==> src/rtl/spec_adder_vl.sv <==
// spec_adder_vl: variable-latency speculative adder.
// Each carry is predicted from a WINDOW-bit slice of lower operand bits; an
// exact detector compares the speculative result against a full adder. In
// exact mode (MODE=0) a misprediction costs one correction cycle; in
// approximate mode (MODE=1) the speculative sum is released with an error tag.
module spec_adder_vl #(
    parameter int WIDTH  = 16,
    parameter int WINDOW = 4,
    parameter int MODE   = 0,
    parameter int CNT_W  = 16
) (
    input  logic             clk,
    input  logic             rst,
    input  logic             in_valid,
    output logic             in_ready,
    input  logic [WIDTH-1:0] a,
    input  logic [WIDTH-1:0] b,
    input  logic             cin,
    output logic             out_valid,
    input  logic             out_ready,
    output logic [WIDTH-1:0] sum,
    output logic             cout,
    output logic             out_err,
    output logic [CNT_W-1:0] err_count
);

    localparam bit EXACT_MODE = (MODE == 0);

    typedef enum logic [0:0] {
        IDLE = 1'b0,
        CORR = 1'b1
    } state_t;

    // Group generate over bits lo..hi-1, seeded with c0 at bit lo.
    function automatic logic window_carry(
        input logic [WIDTH-1:0] gg,
        input logic [WIDTH-1:0] pp,
        input logic             c0,
        input int               lo,
        input int               hi
    );
        logic c;
        c = c0;
        for (int j = 0; j < WIDTH; j++) begin
            if (j >= lo && j < hi) begin
                c = gg[j] | (pp[j] & c);
            end
        end
        return c;
    endfunction

    // ------------------------------------------------------------------
    // Speculative datapath
    // ------------------------------------------------------------------
    logic [WIDTH-1:0] p_w;
    logic [WIDTH-1:0] g_w;
    logic [WIDTH:0]   spec_c_w;
    logic [WIDTH:0]   spec_w;
    logic [WIDTH:0]   exact_w;
    logic [WIDTH:0]   corr_w;
    logic             err_w;

    assign p_w         = a ^ b;
    assign g_w         = a & b;
    assign spec_c_w[0] = cin;

    // Carry into bit i only looks back WINDOW bits; cin is used only when the
    // window reaches bit 0, otherwise the window's incoming carry is guessed 0.
    for (genvar i = 1; i <= WIDTH; i++) begin : g_spec_carry
        localparam int LO = (i > WINDOW) ? (i - WINDOW) : 0;
        assign spec_c_w[i] = window_carry(g_w, p_w, (LO == 0) ? cin : 1'b0, LO, i);
    end

    assign spec_w  = {spec_c_w[WIDTH], p_w ^ spec_c_w[WIDTH-1:0]};
    assign exact_w = {1'b0, a} + {1'b0, b} + {{WIDTH{1'b0}}, cin};

    // Comparing against the exact sum gives no false positives or negatives.
    assign err_w = (spec_w != exact_w);

    // ------------------------------------------------------------------
    // Control and storage
    // ------------------------------------------------------------------
    state_t           state_q,     state_d;
    logic             out_valid_q, out_valid_d;
    logic [WIDTH-1:0] sum_q,       sum_d;
    logic             cout_q,      cout_d;
    logic             out_err_q,   out_err_d;
    logic [CNT_W-1:0] err_count_q, err_count_d;
    logic [WIDTH-1:0] op_a_q,      op_a_d;
    logic [WIDTH-1:0] op_b_q,      op_b_d;
    logic             op_cin_q,    op_cin_d;
    logic             accept_w;

    assign in_ready = (state_q == IDLE) && (!out_valid_q || out_ready);
    assign accept_w = in_valid && in_ready;

    // Full-width carry resolution on the operands captured for correction.
    assign corr_w = {1'b0, op_a_q} + {1'b0, op_b_q} + {{WIDTH{1'b0}}, op_cin_q};

    // Next-state, output-buffer and counter logic.
    always_comb begin
        // NOTE: every target gets a default first so no path leaves it unassigned (no latch).
        state_d     = state_q;
        out_valid_d = out_valid_q;
        sum_d       = sum_q;
        cout_d      = cout_q;
        out_err_d   = out_err_q;
        err_count_d = err_count_q;
        op_a_d      = op_a_q;
        op_b_d      = op_b_q;
        op_cin_d    = op_cin_q;

        // Consumer drains the single-entry buffer; a load below overrides this.
        if (out_valid_q && out_ready) begin
            out_valid_d = 1'b0;
        end

        unique case (state_q)
            IDLE: begin
                if (accept_w) begin
                    if (!err_w || !EXACT_MODE) begin
                        sum_d       = spec_w[WIDTH-1:0];
                        cout_d      = spec_w[WIDTH];
                        out_err_d   = err_w;
                        out_valid_d = 1'b1;
                    end else begin
                        op_a_d   = a;
                        op_b_d   = b;
                        op_cin_d = cin;
                        state_d  = CORR;
                    end
                end
            end
            CORR: begin
                // Entry required an empty or draining buffer, so it is free now.
                sum_d       = corr_w[WIDTH-1:0];
                cout_d      = corr_w[WIDTH];
                out_err_d   = 1'b1;
                out_valid_d = 1'b1;
                state_d     = IDLE;
            end
            default: begin
                state_d = IDLE;
            end
        endcase

        if (accept_w && err_w && (err_count_q != {CNT_W{1'b1}})) begin
            err_count_d = err_count_q + CNT_W'(1);
        end
    end

    // Control and output registers with synchronous reset.
    always_ff @(posedge clk) begin
        // NOTE: non-blocking assignments so every flop samples pre-edge values.
        if (rst) begin
            state_q     <= IDLE;
            out_valid_q <= 1'b0;
            sum_q       <= '0;
            cout_q      <= 1'b0;
            out_err_q   <= 1'b0;
            err_count_q <= '0;
        end else begin
            state_q     <= state_d;
            out_valid_q <= out_valid_d;
            sum_q       <= sum_d;
            cout_q      <= cout_d;
            out_err_q   <= out_err_d;
            err_count_q <= err_count_d;
        end
    end

    // Captured operands for the correction cycle.
    always_ff @(posedge clk) begin
        // NOTE: no reset here; these are only read in CORR, which always follows a load.
        op_a_q   <= op_a_d;
        op_b_q   <= op_b_d;
        op_cin_q <= op_cin_d;
    end

    assign out_valid = out_valid_q;
    assign sum       = sum_q;
    assign cout      = cout_q;
    assign out_err   = out_err_q;
    assign err_count = err_count_q;

endmodule

==> config.mk <==
export PLATFORM = sky130hd
export DESIGN_NAME = spec_adder_vl
export DESIGN_NICKNAME = d
export VERILOG_FILES = /design/src/rtl/spec_adder_vl.sv
export SDC_FILE = /design/constraint.sdc
export NUM_CORES = 1
export LEC_CHECK = 0
export CAP_MARGIN = 40
export CORE_MARGIN = 1
export CORE_UTILIZATION = 50
export CTS_CLUSTER_DIAMETER = 200
export CTS_CLUSTER_SIZE = 28
export DETAILED_ROUTE_END_ITERATION = 12
export PLACE_DENSITY_LB_ADDON = 0.08
export SYNTH_ARGS = -nofsm -noshare
export SYNTH_HDL_FRONTEND = slang
export SYNTH_SLANG_ARGS = --single-unit
==> constraint.sdc <==
create_clock -name clk -period 4.7 [get_ports clk]
set_input_delay 0.47 -clock clk [delete_from_list [all_inputs] [get_ports clk]]
set_output_delay 0.47 -clock clk [all_outputs]
set_load 0.01 [all_outputs]
After elaboration in Yosys (flattened, before gate mapping)
Index checks and enable logic that the tools add are counted.
{"block": "word_totals", "regBits": 69, "inputBits": 37, "output_inout_bits": 36, "elab_cells": 127}
{"block": "op_classes", "n_addsub": 5, "n_eq_ne": 4, "mux": 16, "bitwise_logic": 84, "n_reduce_logical": 9}
{"operator": "$and A1 B1 Y1", "count": 40}
{"operator": "$or A1 B1 Y1", "count": 40}
{"operator": "$add A16 B16 Y17", "count": 2}
{"operator": "$add A17 B1 Y17", "count": 2}
{"operator": "$mux W16", "count": 2}
{"operator": "$pmux W16 S2", "count": 1}
{"operator": "$xor A16 B16 Y16", "count": 2}
{"operator": "$ne A17 B17 Y1", "count": 1}
{"operator": "$add A16 B1 Y16 const B", "count": 1}
{"operator": "$and A16 B16 Y16", "count": 1}
{"operator": "$ne A16 B16 Y1 const B", "count": 1}
{"operator": "$mux W1", "count": 9}
{"operator": "$pmux W1 S2", "count": 4}
{"operator": "$logic_and A1 B1 Y1", "count": 5}
{"operator": "$ne A2 B2 Y1 const B", "count": 2}
{"operator": "$reduce_and A3 Y1", "count": 1}
{"operator": "$reduce_and A2 Y1", "count": 1}
{"operator": "$logic_not A1 Y1", "count": 1}
{"operator": "$logic_or A1 B1 Y1", "count": 1}
{"operator": "$not A1 Y1", "count": 1}

Longest topological paths before layout
{"block": "logic_depth", "ltp_word": 14, "mapped_depth": 14, "ltp_nobuf": 13}

Least setup slack after synthesis
OpenSTA, ideal clock, no wires.
{"block": "synth_path", "kind": "in2reg", "startpoint": "input port a[0]", "endpoint": "register op_a_q[0], enable pin", "setup_time_ns": 0.388, "t_arrival_ns": 3.554, "required_time_ns": 4.312, "slack_ns": 0.759, "cell_stages": 13, "path_buffers": 1, "path_cell_list": "fa_1 inv_1 fa_1 inv_1 fa_1 fa_1 xnor2_1 and2_1 o32a_1 o31ai_4 o21ai_2 buf_2 inv_1"}
{"block": "synth_via", "elab_chain_len": 12, "elab_cells_between_ends": 15, "classes_between": "2 x add/sub; 1 x eq/ne; 11 x bitwise; 1 x reduce/logical"}
{"element": "from (decl)", "line": "16", "source": "input logic [WIDTH-1:0] a,"}
{"element": "branches (longest 10 deep; another with $add A16 B16 Y17)"}
{"element": "$ne A17 B17 Y1 (*)", "line": "78", "source": "assign err_w = (spec_w != exact_w);"}
{"element": "$reduce_and A3 Y1 (no source line) (*)"}
{"element": "to (signal assigned)", "line": "175", "source": "op_a_q <= op_a_d;"}
{"element": "to (decl)", "line": "89", "source": "logic [WIDTH-1:0] op_a_q, op_a_d;"}
Mark *: on every way between the ends.
A chain may end at the register's enable or synchronous reset.

Final worst setup path
{"block": "layout_path", "startpoint": "input port a[0]", "endpoint": "register sum_q[3] (netlist: sum[3])"}
{"block": "layout_via", "elab_chain_len": 13, "elab_cells_between_ends": 19, "classes_between": "2 x add/sub; 2 x eq/ne; 3 x mux; 11 x bitwise; 1 x reduce/logical"}
{"element": "branches (longest 13 deep; another with $add A16 B16 Y17)"}
{"element": "to (signal assigned)", "line": "165", "source": "sum_q <= sum_d;"}
{"element": "to (decl)", "line": "85", "source": "logic [WIDTH-1:0] sum_q, sum_d;"}
Parallel ways; which one is timed is not known. The select of a mux whose other input is x is not followed.

==> results.md <==
* Status: complete, no violations
* Crit path max fanout at 13
* IR drop worst, VDD at 0.000188 V
* TritonCTS clock tree: built
* Detail Route Antenna Nets at 0
* Reg power frac at 40.7%
* Post-CTS sizing at 0
* HP Class: reg2reg
* Logic pwr share at between 30% and 40%
* Initial DRC Count at 174
* Hold-fix buffers, CTS at 0
* Area Overhead vs Synth at 23.8%
* Sequential share of the synthesized area at 40.2%
* Top post-synthesis cells by area: edfxtp_1, dfxtp_1, ha_1
* Non-Filler Instances at 614
* Clock Latency Late Sink at 0.35 ns
* CP required at 4.97 ns
* Global-route wire length before repair at approximately 17000 microns
* IO Pins at between 70 and 80
* Asr flop ratio synth at 0%
* # clock sinks at 69
* Filler Cell Count at 709
* Final Setup Violations at 0
* Hold Fails Final Rpt at 0
* RSZ-0062 raised after global routing: false
* Vias in the first global route at 3584
* Pwr Density at 349 nW/um^2
* Synth top area share at 23.2%
* Post-synth EDFFs at 33
* Grt ovf at 0
* Total Routed Length at 10400 microns
* CP Launch Type: primary input
* Area of the core at between 8000 and 9000 sq um
* Nature of the critical path endpoint: flop
* Crit path time final at 4.21 ns
* WP buf/inv at 4
* Final Wtd Congestion at 0.893
* CTS buffer count at 9
* Root buffer cell: clkbuf_8
* Peak Freq at approximately 0.24 GHz
* Antenna violations before repair at 0
* Syn. warnings at 0
* CTS H-tree depth at 3
* Critical Path Most Common Cell: fa_1
* Reg2Reg Depth at 12
* Post-DR wirelength/cell at 16.9 microns
* Vias per cell at 5.86
* CP max stage cell: or3_1
* Area leader, netlist: edfxtp_1
* Synthesized cell area at 4260 sq um
* Clock share of power at 26.8%
* Pin count of the biggest net entering global routing at 28
* Largest stage delay, worst path at roughly 0.52 ns
* Rel. slew slack at 41.0%
* Critical Path AT at 4.48 ns
* PortBufs at slightly above 70
* Row cnt at 33
* N_diodes at 0
* Avg Cell Area, Syn at 9.91 sq um
* Cell variety after synth at 64
* Worst r2r dst: sum[14]$_SDFFE_PP0P_
* Internal at ~1.2 mW
* Pre-Repair DR Iteration Count at 5
* Max-slew violation count at 0
* Vias at 3597
* Hold path startpoint: err_count[15]$_SDFFE_PP0P_
* Synthesized netlist cell count at 430
* Hold Crit Depth at 2
* Register-to-Register Setup Slack at 1.32 ns
* Placed insts at 598
* Total GRT Usage at 25.7%
* Max-cap violations at 0
* Tcrit/Tclk final at around nine tenths
* Slew @ Worst Pin at 0.879 ns
* Bufs on Longest Clock Path at 2
* # DRC at 0
* P_sw at 0.604 mW
* TNS Setup at 0 ns
* Hold Path End: err_count[15]$_SDFFE_PP0P_
* DP HPWL at 8040 microns
* Crit Path Class: in2reg
* Switching Fraction at approximately a third
* FF+latch count, synth at 69
* Die area at about 8900 sq um
* Initial Util at around half
* Share of layout cells above drive strength 1 at 7.27%
* Critical-path cell list: clkdlybuf4s50_1, fa_1, inv_1, fa_1, inv_1, fa_1, fa_1, xnor2_1, nor3_1, o32a_1, o31ai_4, or3_1, buf_4, mux2i_1, a211oi_1
* Die H at 94.3 microns
* Clock Skews at between 0.007 and 0.008 ns
* CP delay by family, top: adder cells
* Number of setup buffers added after CTS at 0
* Clk slew on worst S/H paths at 0.08 ns
* DIE WIDTH at 94.3 microns
* Reg2Reg Launch Point: op_a_q[0]$_DFFE_PP_
* Net Count, Synth at about 500
* Final nets at 578
* Leak at 2.06 nW
* Dominant synthesized flop cell: dfxtp_1
worst reg2reg max path: stages, from the launching register on:
cell	delay [ns]
edfxtp_1	0.37
inv_1	0.09
fa_1	0.21
inv_1	0.06
fa_1	0.43
a211oi_1	0.39
o21bai_1	0.18
a311oi_1	0.44
o21bai_1	0.11
a21oi_1	0.26
o21ai_0	0.22
xnor2_1	0.18
a2111oi_2	0.35
flip-flops by register name (all words and copies together), names as in the netlist:
signal / count
cout: 1
err_count: 16
op_a_q: 16
op_b_q: 16
op_cin_q: 1
out_err: 1
out_valid: 1
state_q: 1
sum: 16
metal layers:
| metal | vias to the layer above | GRT usage, % | wire length (microns) |
|---|---|---|---|
| met5 | - | 0 | 0 |
| met4 | 0 | 11.0 | 193 |
| met3 | 13 | 3.46 | 478 |
| met2 | 101 | 43.4 | 5150 |
| met1 | 1711 | 32.8 | 4540 |
| li1 | 1772 | - | - |
power by group through the flow:
stage	registers [mW]	clock network, mW	logic [mW]
after floorplan	0.763	0	0.384
after global routing	0.755	0.534	0.663
final	0.748	0.493	0.599
after detailed placement	0.763	0	0.596
after global placement	0.760	0	0.583
after CTS	0.749	0.504	0.599
final cells by class:
| type | instances | area [sq um] | share of cell area (%) |
|---|---|---|---|
| Tap cell | 105 | 131 | 2.49 |
| Inverter | 21 | 78.8 | 1.49 |
| Clock inverter | 4 | 27.5 | 0.521 |
| Clock buffer | 12 | 178 | 3.37 |
| Timing Repair Buffer | 76 | 751 | 14.2 |
| Sequential cell | 69 | 1710 | 32.4 |
| Multi-Input combinational cell | 327 | 2400 | 45.5 |
synth_stat cells, types with 4 or more instances:
cell / n
inv_1: 21
edfxtp_1: 33
and3_1: 5
clkbuf_1: 6
nor3_1: 8
ha_1: 31
a211oi_1: 5
nor2_1: 30
nor2b_1: 7
nand2_1: 25
xnor2_1: 13
nor4_1: 5
a21oi_1: 38
xor2_1: 11
o31ai_1: 6
nand3_1: 9
or4_1: 5
mux2i_1: 14
o21a_1: 4
fa_1: 6
o21bai_1: 6
or3_1: 5
dfxtp_1: 36
a31oi_1: 8
a21o_1: 9
nand4_1: 6
mux2_2: 5
o21ai_0: 25
cells by family after synthesis:
logic type               Yosys count  share of synthesized area, %
adder cells (fa/ha/maj)           37                          11.9
AO/OA/AOI/OAI                    125                          19.6
XOR/XNOR                          24                          4.93
buffers and inverters             34                          3.52
multiplexers                      19                          4.61
flip-flops                        69                          40.2
AND/OR/NAND/NOR                  122                          15.2
stage by stage:
stage	worst slack (ns)	total power [mW]	util [%]	cell area (sq um)	hold slack (ns)
3_5_place_dp	0.121	1.36	61.7	5070	0.489
3_3_place_gp	0.239	1.34	61.7	5070	0.473
5_1_grt	0.161	1.95	64.2	5280	0.521
2_1_floorplan	0.759	1.15	-	4260	0.508
6_report	0.485	1.84	64.2	5280	0.500
4_1_cts	0.493	1.85	64.2	5280	0.499
worst max path at each step:
stage	start	endpoint	slack [ns]	cells past startpoint
after floorplan	a[0]	op_a_q[0]$_DFFE_PP_	0.76	13
after detailed placement	a[0]	sum[3]$_SDFFE_PP0P_	0.12	15
after CTS	a[0]	sum[3]$_SDFFE_PP0P_	0.49	15
after global placement	a[0]	sum[3]$_SDFFE_PP0P_	0.24	15
final	a[0]	sum[3]$_SDFFE_PP0P_	0.49	15
after global routing	a[0]	sum[3]$_SDFFE_PP0P_	0.16	15
placed cells by master (no fill, tap or decap), types with 3 or more instances in the layout:
cell type,n
o31ai_1,6
o21ai_0,25
o21bai_1,6
o21a_1,4
buf_4,4
ha_1,31
a21o_1,9
edfxtp_1,33
a31oi_1,8
dfxtp_1,36
mux2i_1,14
mux2_2,5
nand3_1,9
xor2_1,11
clkdlybuf4s50_1,72
nor2b_1,7
nor3_1,8
nand2_1,25
nor2_1,30
or4_1,5
nand4_1,6
clkbuf_8,9
or3_1,5
a211oi_1,5
inv_1,21
fa_1,6
and3_1,5
nor4_1,5
a21oi_1,38
nand2b_1,3
xnor2_1,13
(Power assumes the default switching activity.)
